**src/rtl/ikaopm_timing_pkg.sv**
```systemverilog
// ikaopm_timing_pkg: OPM timing defaults, named tap compare values and a
// helper that packs a tap value into the i_TAP_CFG vector.
package ikaopm_timing_pkg;

  // Default OPM frame geometry and pipeline depths.
  localparam int OPM_SLOTS       = 32;
  localparam int OPM_SLOT_W      = 5;
  localparam int OPM_CEN_DIV     = 2;
  localparam int OPM_SYNC_STAGES = 4;
  localparam int OPM_SH_DELAY    = 5;
  localparam int OPM_TAP_NUM     = 16;

  // Named tap compare values; a tap fires in the slot after its compare value.
  localparam logic [OPM_SLOT_W-1:0] TAP_CYCLE_01 = OPM_SLOT_W'(0);
  localparam logic [OPM_SLOT_W-1:0] TAP_CYCLE_12 = OPM_SLOT_W'(11);
  localparam logic [OPM_SLOT_W-1:0] TAP_CYCLE_28 = OPM_SLOT_W'(27);
  localparam logic [OPM_SLOT_W-1:0] TAP_CYCLE_31 = OPM_SLOT_W'(30);

  // A pair of taps that are always used together.
  typedef struct packed {
    logic [OPM_SLOT_W-1:0] first;
    logic [OPM_SLOT_W-1:0] second;
  } tap_pair_t;

  localparam tap_pair_t TAP_CYCLE_12_28 = '{first: TAP_CYCLE_12, second: TAP_CYCLE_28};

  // Full tap configuration vector for the default geometry.
  typedef logic [OPM_TAP_NUM*OPM_SLOT_W-1:0] opm_tap_cfg_t;

  // Returns cfg with tap idx replaced by value.
  function automatic opm_tap_cfg_t opm_set_tap(input opm_tap_cfg_t cfg,
                                               input int unsigned idx,
                                               input logic [OPM_SLOT_W-1:0] value);
    opm_tap_cfg_t result;
    result = cfg;
    result[idx*OPM_SLOT_W +: OPM_SLOT_W] = value;
    return result;
  endfunction

endpackage

```
**src/rtl/ikaopm_cen_divider.sv**
```systemverilog
// ikaopm_cen_divider: reset-release synchroniser, run flag, phi1 phase counter
// and the phi1 rising/falling clock enables derived from the phiM enable.
module ikaopm_cen_divider
  import ikaopm_timing_pkg::*;
#(
  parameter int CEN_DIV     = OPM_CEN_DIV,
  parameter int SYNC_STAGES = OPM_SYNC_STAGES
) (
  input  logic i_EMUCLK,
  input  logic i_IC_n,
  input  logic i_phiM_PCEN_n,
  output logic o_run,
  output logic o_phi1,
  output logic o_phi1_PCEN_n,
  output logic o_phi1_NCEN_n
);

  localparam int PH_W = $clog2(CEN_DIV);
  localparam logic [PH_W-1:0] PH_LAST = PH_W'(CEN_DIV - 1);
  localparam logic [PH_W-1:0] PH_HALF = PH_W'(CEN_DIV / 2);
  localparam logic [PH_W-1:0] PH_NEG  = PH_W'(CEN_DIV / 2 - 1);

  logic [SYNC_STAGES-1:0] sync_q;
  logic [PH_W-1:0]        ph_q;
  logic                   phim_en;

  assign phim_en = ~i_phiM_PCEN_n;
  assign o_run   = sync_q[SYNC_STAGES-1];

  // Release synchroniser: fills with ones on phiM enables after reset lifts.
  always_ff @(posedge i_EMUCLK or negedge i_IC_n) begin
    if (!i_IC_n) sync_q <= '0;
    else if (phim_en) sync_q <= {sync_q[SYNC_STAGES-2:0], 1'b1};
  end

  // Phase counter cycles 0..CEN_DIV-1 on phiM enables once running.
  always_ff @(posedge i_EMUCLK or negedge i_IC_n) begin
    if (!i_IC_n) ph_q <= '0;
    else if (phim_en && o_run) ph_q <= (ph_q == PH_LAST) ? '0 : ph_q + PH_W'(1);
  end

  // Enables decode combinationally so they coincide with their phiM enable.
  always_comb begin
    o_phi1        = (ph_q < PH_HALF);
    o_phi1_PCEN_n = ~(phim_en & o_run & (ph_q == PH_LAST));
    o_phi1_NCEN_n = ~(phim_en & o_run & (ph_q == PH_NEG));
  end

endmodule

```
**src/rtl/ikaopm_slotgen.sv**
```systemverilog
// ikaopm_slotgen: slot-timing generator for the FM core. Divides phiM into
// phi1, counts slots, and produces tap decode, SH1/SH2 and frame strobes.
// Optional frame-resync handshake enabled by IKAOPM_SLOTGEN_RESYNC_EN.
module ikaopm_slotgen
  import ikaopm_timing_pkg::*;
#(
  parameter int SLOTS       = OPM_SLOTS,
  parameter int SLOT_W      = OPM_SLOT_W,
  parameter int CEN_DIV     = OPM_CEN_DIV,
  parameter int SYNC_STAGES = OPM_SYNC_STAGES,
  parameter int SH_DELAY    = OPM_SH_DELAY,
  parameter int TAP_NUM     = OPM_TAP_NUM
) (
  input  logic                      i_EMUCLK,
  input  logic                      i_IC_n,
  input  logic                      i_phiM_PCEN_n,
  input  logic [TAP_NUM*SLOT_W-1:0] i_TAP_CFG,
  input  logic                      i_SYNC_REQ,
  output logic                      o_SYNC_ACK,
  output logic                      o_MRST_n,
  output logic                      o_phi1,
  output logic                      o_phi1_PCEN_n,
  output logic                      o_phi1_NCEN_n,
  output logic [SLOT_W-1:0]         o_SLOT,
  output logic [TAP_NUM-1:0]        o_TAP,
  output logic                      o_SH1,
  output logic                      o_SH2,
  output logic                      o_FRAME
);

  localparam logic [SLOT_W-1:0] SLOT_LAST = SLOT_W'(SLOTS - 1);
  localparam logic [SLOT_W-1:0] SH1_LO    = SLOT_W'(SLOTS / 4);
  localparam logic [SLOT_W-1:0] SH1_HI    = SLOT_W'(SLOTS / 2);
  localparam logic [SLOT_W-1:0] SH2_LO    = SLOT_W'(3 * SLOTS / 4);

  logic                run;
  logic                ncen;
  logic                resync_load;
  logic [TAP_NUM-1:0]  tap_hit;
  logic                sh1_raw;
  logic                sh2_raw;
  logic [SH_DELAY-1:0] sh1_pipe;
  logic [SH_DELAY-1:0] sh2_pipe;

  ikaopm_cen_divider #(
    .CEN_DIV     (CEN_DIV),
    .SYNC_STAGES (SYNC_STAGES)
  ) u_cen_divider (
    .i_EMUCLK      (i_EMUCLK),
    .i_IC_n        (i_IC_n),
    .i_phiM_PCEN_n (i_phiM_PCEN_n),
    .o_run         (run),
    .o_phi1        (o_phi1),
    .o_phi1_PCEN_n (o_phi1_PCEN_n),
    .o_phi1_NCEN_n (o_phi1_NCEN_n)
  );

  assign ncen = ~o_phi1_NCEN_n;

`ifdef IKAOPM_SLOTGEN_RESYNC_EN
  logic sync_ack_q;

  assign resync_load = i_SYNC_REQ & ~sync_ack_q & o_MRST_n;
  assign o_SYNC_ACK  = sync_ack_q;

  // Four-phase handshake: acknowledge a load, release once the request drops.
  always_ff @(posedge i_EMUCLK or negedge i_IC_n) begin
    if (!i_IC_n) sync_ack_q <= 1'b0;
    else if (ncen) begin
      if (resync_load) sync_ack_q <= 1'b1;
      else if (!i_SYNC_REQ) sync_ack_q <= 1'b0;
    end
  end
`else
  logic unused_sync_req;

  assign unused_sync_req = i_SYNC_REQ;
  assign resync_load     = 1'b0;
  assign o_SYNC_ACK      = 1'b0;
`endif

  // Core reset follows run; the slot counter stays at 0 until the core is out of reset.
  always_ff @(posedge i_EMUCLK or negedge i_IC_n) begin
    if (!i_IC_n) begin
      o_MRST_n <= 1'b0;
      o_SLOT   <= '0;
    end else if (ncen) begin
      o_MRST_n <= run;
      if (!o_MRST_n || resync_load) o_SLOT <= '0;
      else if (o_SLOT == SLOT_LAST) o_SLOT <= '0;
      else o_SLOT <= o_SLOT + SLOT_W'(1);
    end
  end

  // Slot decode; qualified by MRST so the held startup slot is not counted as slot 0.
  always_comb begin
    tap_hit = '0;
    for (int k = 0; k < TAP_NUM; k++) begin
      tap_hit[k] = o_MRST_n
                && (o_SLOT == i_TAP_CFG[k*SLOT_W +: SLOT_W])
                && (int'(i_TAP_CFG[k*SLOT_W +: SLOT_W]) < SLOTS);
    end
    sh1_raw = (o_SLOT >= SH1_LO) && (o_SLOT < SH1_HI);
    sh2_raw = (o_SLOT >= SH2_LO);
  end

  // Registered decode strobes, one phi1 behind the slot counter.
  always_ff @(posedge i_EMUCLK or negedge i_IC_n) begin
    if (!i_IC_n) begin
      o_TAP   <= '0;
      o_FRAME <= 1'b0;
    end else if (ncen) begin
      o_TAP   <= tap_hit;
      o_FRAME <= o_MRST_n && (o_SLOT == SLOT_LAST);
    end
  end

  // SH delay lines; the final stage is masked so nothing leaks out during core reset.
  always_ff @(posedge i_EMUCLK or negedge i_IC_n) begin
    if (!i_IC_n) begin
      sh1_pipe <= '0;
      sh2_pipe <= '0;
      o_SH1    <= 1'b0;
      o_SH2    <= 1'b0;
    end else if (ncen) begin
      sh1_pipe[0] <= sh1_raw;
      sh2_pipe[0] <= sh2_raw;
      for (int j = 1; j < SH_DELAY; j++) begin
        sh1_pipe[j] <= sh1_pipe[j-1];
        sh2_pipe[j] <= sh2_pipe[j-1];
      end
      o_SH1 <= sh1_pipe[SH_DELAY-1] & o_MRST_n;
      o_SH2 <= sh2_pipe[SH_DELAY-1] & o_MRST_n;
    end
  end

endmodule

```
**config.mk**
```make
export PLATFORM = sky130hd
export DESIGN_NAME = ikaopm_slotgen
export DESIGN_NICKNAME = d
export VERILOG_FILES = /design/src/rtl/ikaopm_timing_pkg.sv /design/src/rtl/ikaopm_cen_divider.sv /design/src/rtl/ikaopm_slotgen.sv
export SDC_FILE = /design/constraint.sdc
export NUM_CORES = 1
export LEC_CHECK = 0
export BUFFER_PORTS_ARGS = -buffer_cell sky130_fd_sc_hd__buf_2
export CORE_MARGIN = 2
export CORE_UTILIZATION = 40
export DETAILED_ROUTE_END_ITERATION = 16
export PLACE_DENSITY = 0.72
export SLEW_MARGIN = 10
export SYNTH_ARGS = -nofsm -noshare
export SYNTH_HDL_FRONTEND = slang
export SYNTH_SLANG_ARGS = --single-unit
```
**constraint.sdc**
```tcl
create_clock -name i_EMUCLK -period 1.6 [get_ports i_EMUCLK]
set_input_delay 0.08 -clock i_EMUCLK [delete_from_list [all_inputs] [get_ports i_EMUCLK]]
set_output_delay 0.08 -clock i_EMUCLK [all_outputs]
set_load 0.02 [all_outputs]
```
# ---- Yosys cells after proc, flatten, opt, wreduce, memory -nomap -nowiden
# Index checks and enable logic that the tools add are counted.
dict set report classes {
  n_addsub 2
  magnitude_cmp 4
  eq_ne 17
  muxes 3
  n_bitwise 9
  n_reduce_logical 19
}
# cell n
set op_table {}
lappend op_table {{5-bit == test} 16}
lappend op_table {{1-bit logical AND} 19}
lappend op_table {{5-bit two-way mux} 2}
lappend op_table {{5-bit by 1-bit adder with 5-bit output (second input constant)} 1}
lappend op_table {{1-bit bitwise AND} 5}
lappend op_table {{5-bit == test (second input constant)} 1}
lappend op_table {{5-bit by 4-bit >= comparator with 1-bit output (second input constant)} 1}
lappend op_table {{5-bit >= comparator (second input constant)} 1}
lappend op_table {{5-bit < comparator (second input constant)} 1}
lappend op_table {{1-bit inverter} 4}
lappend op_table {{1-bit adder (second input constant)} 1}
lappend op_table {{1-bit < comparator (second input constant)} 1}
lappend op_table {{1-bit two-way mux} 1}
dict set report word_totals {
  reg_bits 40
  out_inout_bits 29
  wordCells 64
}

# ---- Depth between registers and ports, before layout
dict set report logic_depth {
  word_depth 4
  mapped_depth 7
}

# ---- Cells and area by module
# A second synthesis with hierarchy kept.
dict set report unflattened {
  cells_unflattened 231
  area_unflattened_um2 2512.4
}
# module n_inst cells_each area_per_inst_um2
set by_module_without_submodules {}
lappend by_module_without_submodules {ikaopm_slotgen 1 217 2318.5}
lappend by_module_without_submodules {ikaopm_cen_divider 1 14 193.9}

# ---- Worst setup path before layout
# Ideal clock, no wire load.
dict set report synth_path {
  path_type {register -> register}
  start {register o_SLOT[3]}
  end {register o_SLOT[3]}
  setup_time_ps 95
  arrival_ps 1839
  required_ps 1505
  setup_slack_ps -334
  stages_incl_launch_ff 7
  path_buffers 2
  period_less_slack_ps 1934
  cell_sequence {dfrtp_1 -> buf_2 -> buf_2 -> and3_1 -> ha_1 -> or3b_1 -> o31ai_1}
}
dict set report synth_via {
  elab_chain_len 3
  elab_cells_between_ends 4
  cone_classes {1 x add/sub; 1 x eq/ne; 2 x mux}
}
# item line_no
set synth_rtl {}
lappend synth_rtl {{start: declaration} ikaopm_slotgen.sv:24} ;# output logic [SLOT_W-1:0] o_SLOT,
lappend synth_rtl {{start signal: assignment} ikaopm_slotgen.sv:91} ;# else o_SLOT <= o_SLOT + SLOT_W'(1);
lappend synth_rtl {{5-bit by 1-bit adder with 5-bit output or 5-bit == test (tied branches)} {ikaopm_slotgen.sv:91, ikaopm_slotgen.sv:90}}
lappend synth_rtl {{5-bit two-way mux (*)} ikaopm_slotgen.sv:90} ;# else if (o_SLOT == SLOT_LAST) o_SLOT <= '0;
lappend synth_rtl {{5-bit two-way mux (*)} ikaopm_slotgen.sv:89} ;# if (!o_MRST_n || resync_load) o_SLOT <= '0;
# Every way passes the cells marked *; elsewhere a longest branch is shown, timed or not.
# A chain may end at the register's enable or synchronous reset.

# ---- Worst setup path after layout
dict set report layout_path {
  start {register u_cen_divider.ph_q}
  end {register o_SLOT[3]}
}
dict set report layout_via {
  elab_chain_len 2
}
# item line_no
set layout_rtl {}
lappend layout_rtl {{start: declaration} ikaopm_cen_divider.sv:24} ;# logic [PH_W-1:0] ph_q;
lappend layout_rtl {{start signal: assignment} ikaopm_cen_divider.sv:39} ;# else if (phim_en && o_run) ph_q <= (ph_q == PH_LAST) ? '0 : ph_q + PH_W'(1);
lappend layout_rtl {{1-bit inverter} ikaopm_cen_divider.sv:46} ;# o_phi1_NCEN_n = ~(phim_en & o_run & (ph_q == PH_NEG));
lappend layout_rtl {{1-bit bitwise AND} ikaopm_cen_divider.sv:46}
# Every way passes these cells.

==> flow_summary.json <==
{
  "drive_gt1_share_pct": 45.4,
  "gp_congestion": 0.856,
  "drc": 0,
  "total_power_uw": 4520,
  "ys_async_sr_fraction_pct": 100,
  "syn_area_per_cell_um2": 9.80,
  "nNetsFinal": 476,
  "cts_tree": "yes",
  "cp.arrival_ps": 1810,
  "clock_path_buffers": 2,
  "fp.dieW_um": 83.3,
  "powerDensity_mw_per_mm2": 1270,
  "clk_pin_slew_ps": 80,
  "status": "finished with violations",
  "startpoint_type": "register",
  "areaGrowthSynthToFinish_pct": 41.9,
  "failed_checks": "setup timing",
  "whs_ps": 88.2,
  "cts_sinks": 40,
  "period_needed_ps": 1610,
  "finalSetupTns_ps": -19.1,
  "finalSetupViolCount": 3,
  "rows": 28,
  "critPathMaxStageDelay_ps": 480,
  "port_buffers": 110,
  "ys_types": 30,
  "regArea_mm2": 0.00100,
  "hpwl_um": 4980,
  "routed_wl_um": 7000,
  "vias_per_cell": 4.93,
  "dr.pass1.iters": 4,
  "rsz0062_at_grt": "yes",
  "synth_edf_count": 0,
  "die_h_um": 83.3,
  "syn-num-nets": 344,
  "grt_pass1_vias": 2235,
  "antenna_cells": 0,
  "setup_ws_ps": -10.5,
  "ios": 113,
  "yosysMostFrequentCell": "xor2_1",
  "synth_top_area_share_pct": 39.8,
  "grt_pass1_wl_um": 11400,
  "drv_slew": 0,
  "synth-seq-area-share_pct": 39.8,
  "globalRouteOverflowTotal": 0,
  "hold_path_class": "in2reg",
  "path_cells": "or3b_4 -> or3b_4 -> o31ai_2",
  "max-cap-violations": 0,
  "ant_nets": 0,
  "crit_top_cell": "or3b_4",
  "vias": 2292,
  "end_kind": "register",
  "worstPathMaxFanout": 7,
  "die_area_mm2": 0.00694,
  "ys_ff_latch": 40,
  "gr-usage-all-layers_pct": 20.6,
  "synth_top_area_cell": "dfrtp_1",
  "crit_required_ps": 1800,
  "netlist_instances": 257,
  "first_iter_violations": 110,
  "synth_ff_type": "dfrtp_1",
  "yosys_warnings": 0,
  "place_ws_ps": -143,
  "h-tree-depth": 2,
  "cts_root_buf": "clkbuf_8",
  "synth_area_mm2": 0.00252,
  "clock_skew_ps": 8.80,
  "post_drt_wl_per_cell_um": 15.0,
  "slowest_stage": "or3b_4",
  "coreArea_mm2": 0.00599,
  "crit_type": "reg2reg",
  "fmax_ghz": 0.621,
  "antenna_found_initial": 0,
  "filler_cell_count": 539,
  "initial_core_util_pct": 42.0,
  "clock_latency_ps": 300,
  "multiInputGateArea_mm2": 0.00151,
  "numCtsBuffers": 5,
  "netlist_top_cells_count": "56 x xor2_1, 40 x dfrtp_1, 27 x nand2_1",
  "power_leakage_uw": 0.00174,
  "period_share_pct": 101,
  "grt_max_degree": 22,
  "hold_violations": 0,
  "ir_worst_vdd_v": 0.000588,
  "synth.area.top_cells": "dfrtp_1 40%, xor2_1 19%, xnor2_1 8.3%"
}
==> cells in the final DEF, fill, tap and decap left out, drive strengths merged <==
master       netlist  layout
nand2b             3       3
and3               1       1
dfrtp             40      40
xnor2             24      24
nor4               4       4
or4               12      12
nor2               4       4
clkinvlp           0       2
ha                 3       3
conb               1       1
dlygate4sd3        0       1
or2b               1       1
a32o               4       4
buf               12     141
nor3b              1       1
nand2             27      27
o21ai             23      23
clkbuf             7       6
or3                1       1
or3b               2       4
nand3             13      13
mux2              11      11
o31ai              1       1
and3b              1       1
a22oi              1       1
inv                4       4
xor2              56      56
==> per-layer routing <==
| layer | vias to the layer above | global-route usage (%) | part of all wire, % |
|---|---|---|---|
| met5 | - | 0 | 0 |
| met4 | 0 | 7.00 | 1.7 |
| met3 | 10 | 5.37 | 8.3 |
| met2 | 104 | 32.8 | 47 |
| met1 | 1053 | 27.1 | 43 |
| li1 | 1125 | - | - |
==> path summary, 6_finish.rpt <==
check	startpoint	endpoint	slack [ps]	cells after the start
max in group asynchronous	i_IC_n	o_TAP[2]	810	3
worst max-delay path	u_cen_divider.ph_q	o_SLOT[3]	-10	3
worst min-delay path	i_TAP_CFG[46]	o_TAP[9]	90	4
worst min register to register	u_cen_divider.sync_q[0]	u_cen_divider.sync_q[0]	480	1
worst max register to register	u_cen_divider.ph_q	o_SLOT[3]	-10	3
min in group asynchronous	i_IC_n	o_TAP[5]	230	2
==> report_power, final <==
| group | total (uW) | internal [uW] | leakage [uW] | switching (uW) |
|---|---|---|---|---|
| sequential | 1410 | 1260 | 0.000501 | 148 |
| clock | 724 | 349 | 0.0000434 | 374 |
| combinational | 2390 | 1090 | 0.00120 | 1290 |
| total | 4520 | 2700 | 0.00174 | 1810 |
==> state kept, by name (all words and copies together), names as in the netlist <==
name and cells:
u_cen_divider.sync_q 4, sh1_pipe 5, o_MRST_n 1, o_SLOT 5, o_FRAME 1, o_TAP 16
o_SH1 1, o_SH2 1, u_cen_divider.ph_q 1, sh2_pipe 5
==> kinds of logic after synthesis <==
group                    share of synthesized area, %
XOR/XNOR                                         27.8
flip-flops                                       39.8
multiplexers                                     4.92
other                                           0.149
AO/OA/AOI/OAI                                    6.76
AND/OR/NAND/NOR                                  14.8
adder cells (fa/ha/maj)                          1.49
buffers and inverters                            4.32
==> final cells by class <==
| class | count | area share, % |
|---|---|---|
| inverters | 4 | 0.420 |
| well taps | 75 | 2.63 |
| flip-flops and latches | 40 | 28.1 |
| clock inverters | 2 | 0.420 |
| clock buffers | 6 | 2.31 |
| multi-input cells | 196 | 42.3 |
| repair buffers | 142 | 23.8 |
==> through the flow <==
step | cell area (um^2) | instances | utilization (%)
after floorplan | 2560 | 257 | -
after global placement | 3260 | 444 | 54.5
after detailed placement | 3260 | 444 | 54.5
after CTS | 3430 | 456 | 57.3
after global routing | 3570 | 465 | 59.6
final | 3570 | 465 | 59.6
==> what timing repair did <==
action / in CTS / in global routing
cloned: 2 / 0
pin swaps: 23 / 13
hold buffers: 1 / 0
endpoints found under the setup margin: 17 / 14
hold endpoints to repair: 15 / 0
buffers inserted: 1 / 9
resized for setup: 15 / 14
==> worst max-delay path, delay by kind of cell (launching register included) <==
family | cells | cell delay [ps]
AOI/OAI and AO/OA | 1 | 180
DFF | 1 | 430
and+or+nand+nor | 2 | 900
Power figures use the tool's default switching activity.
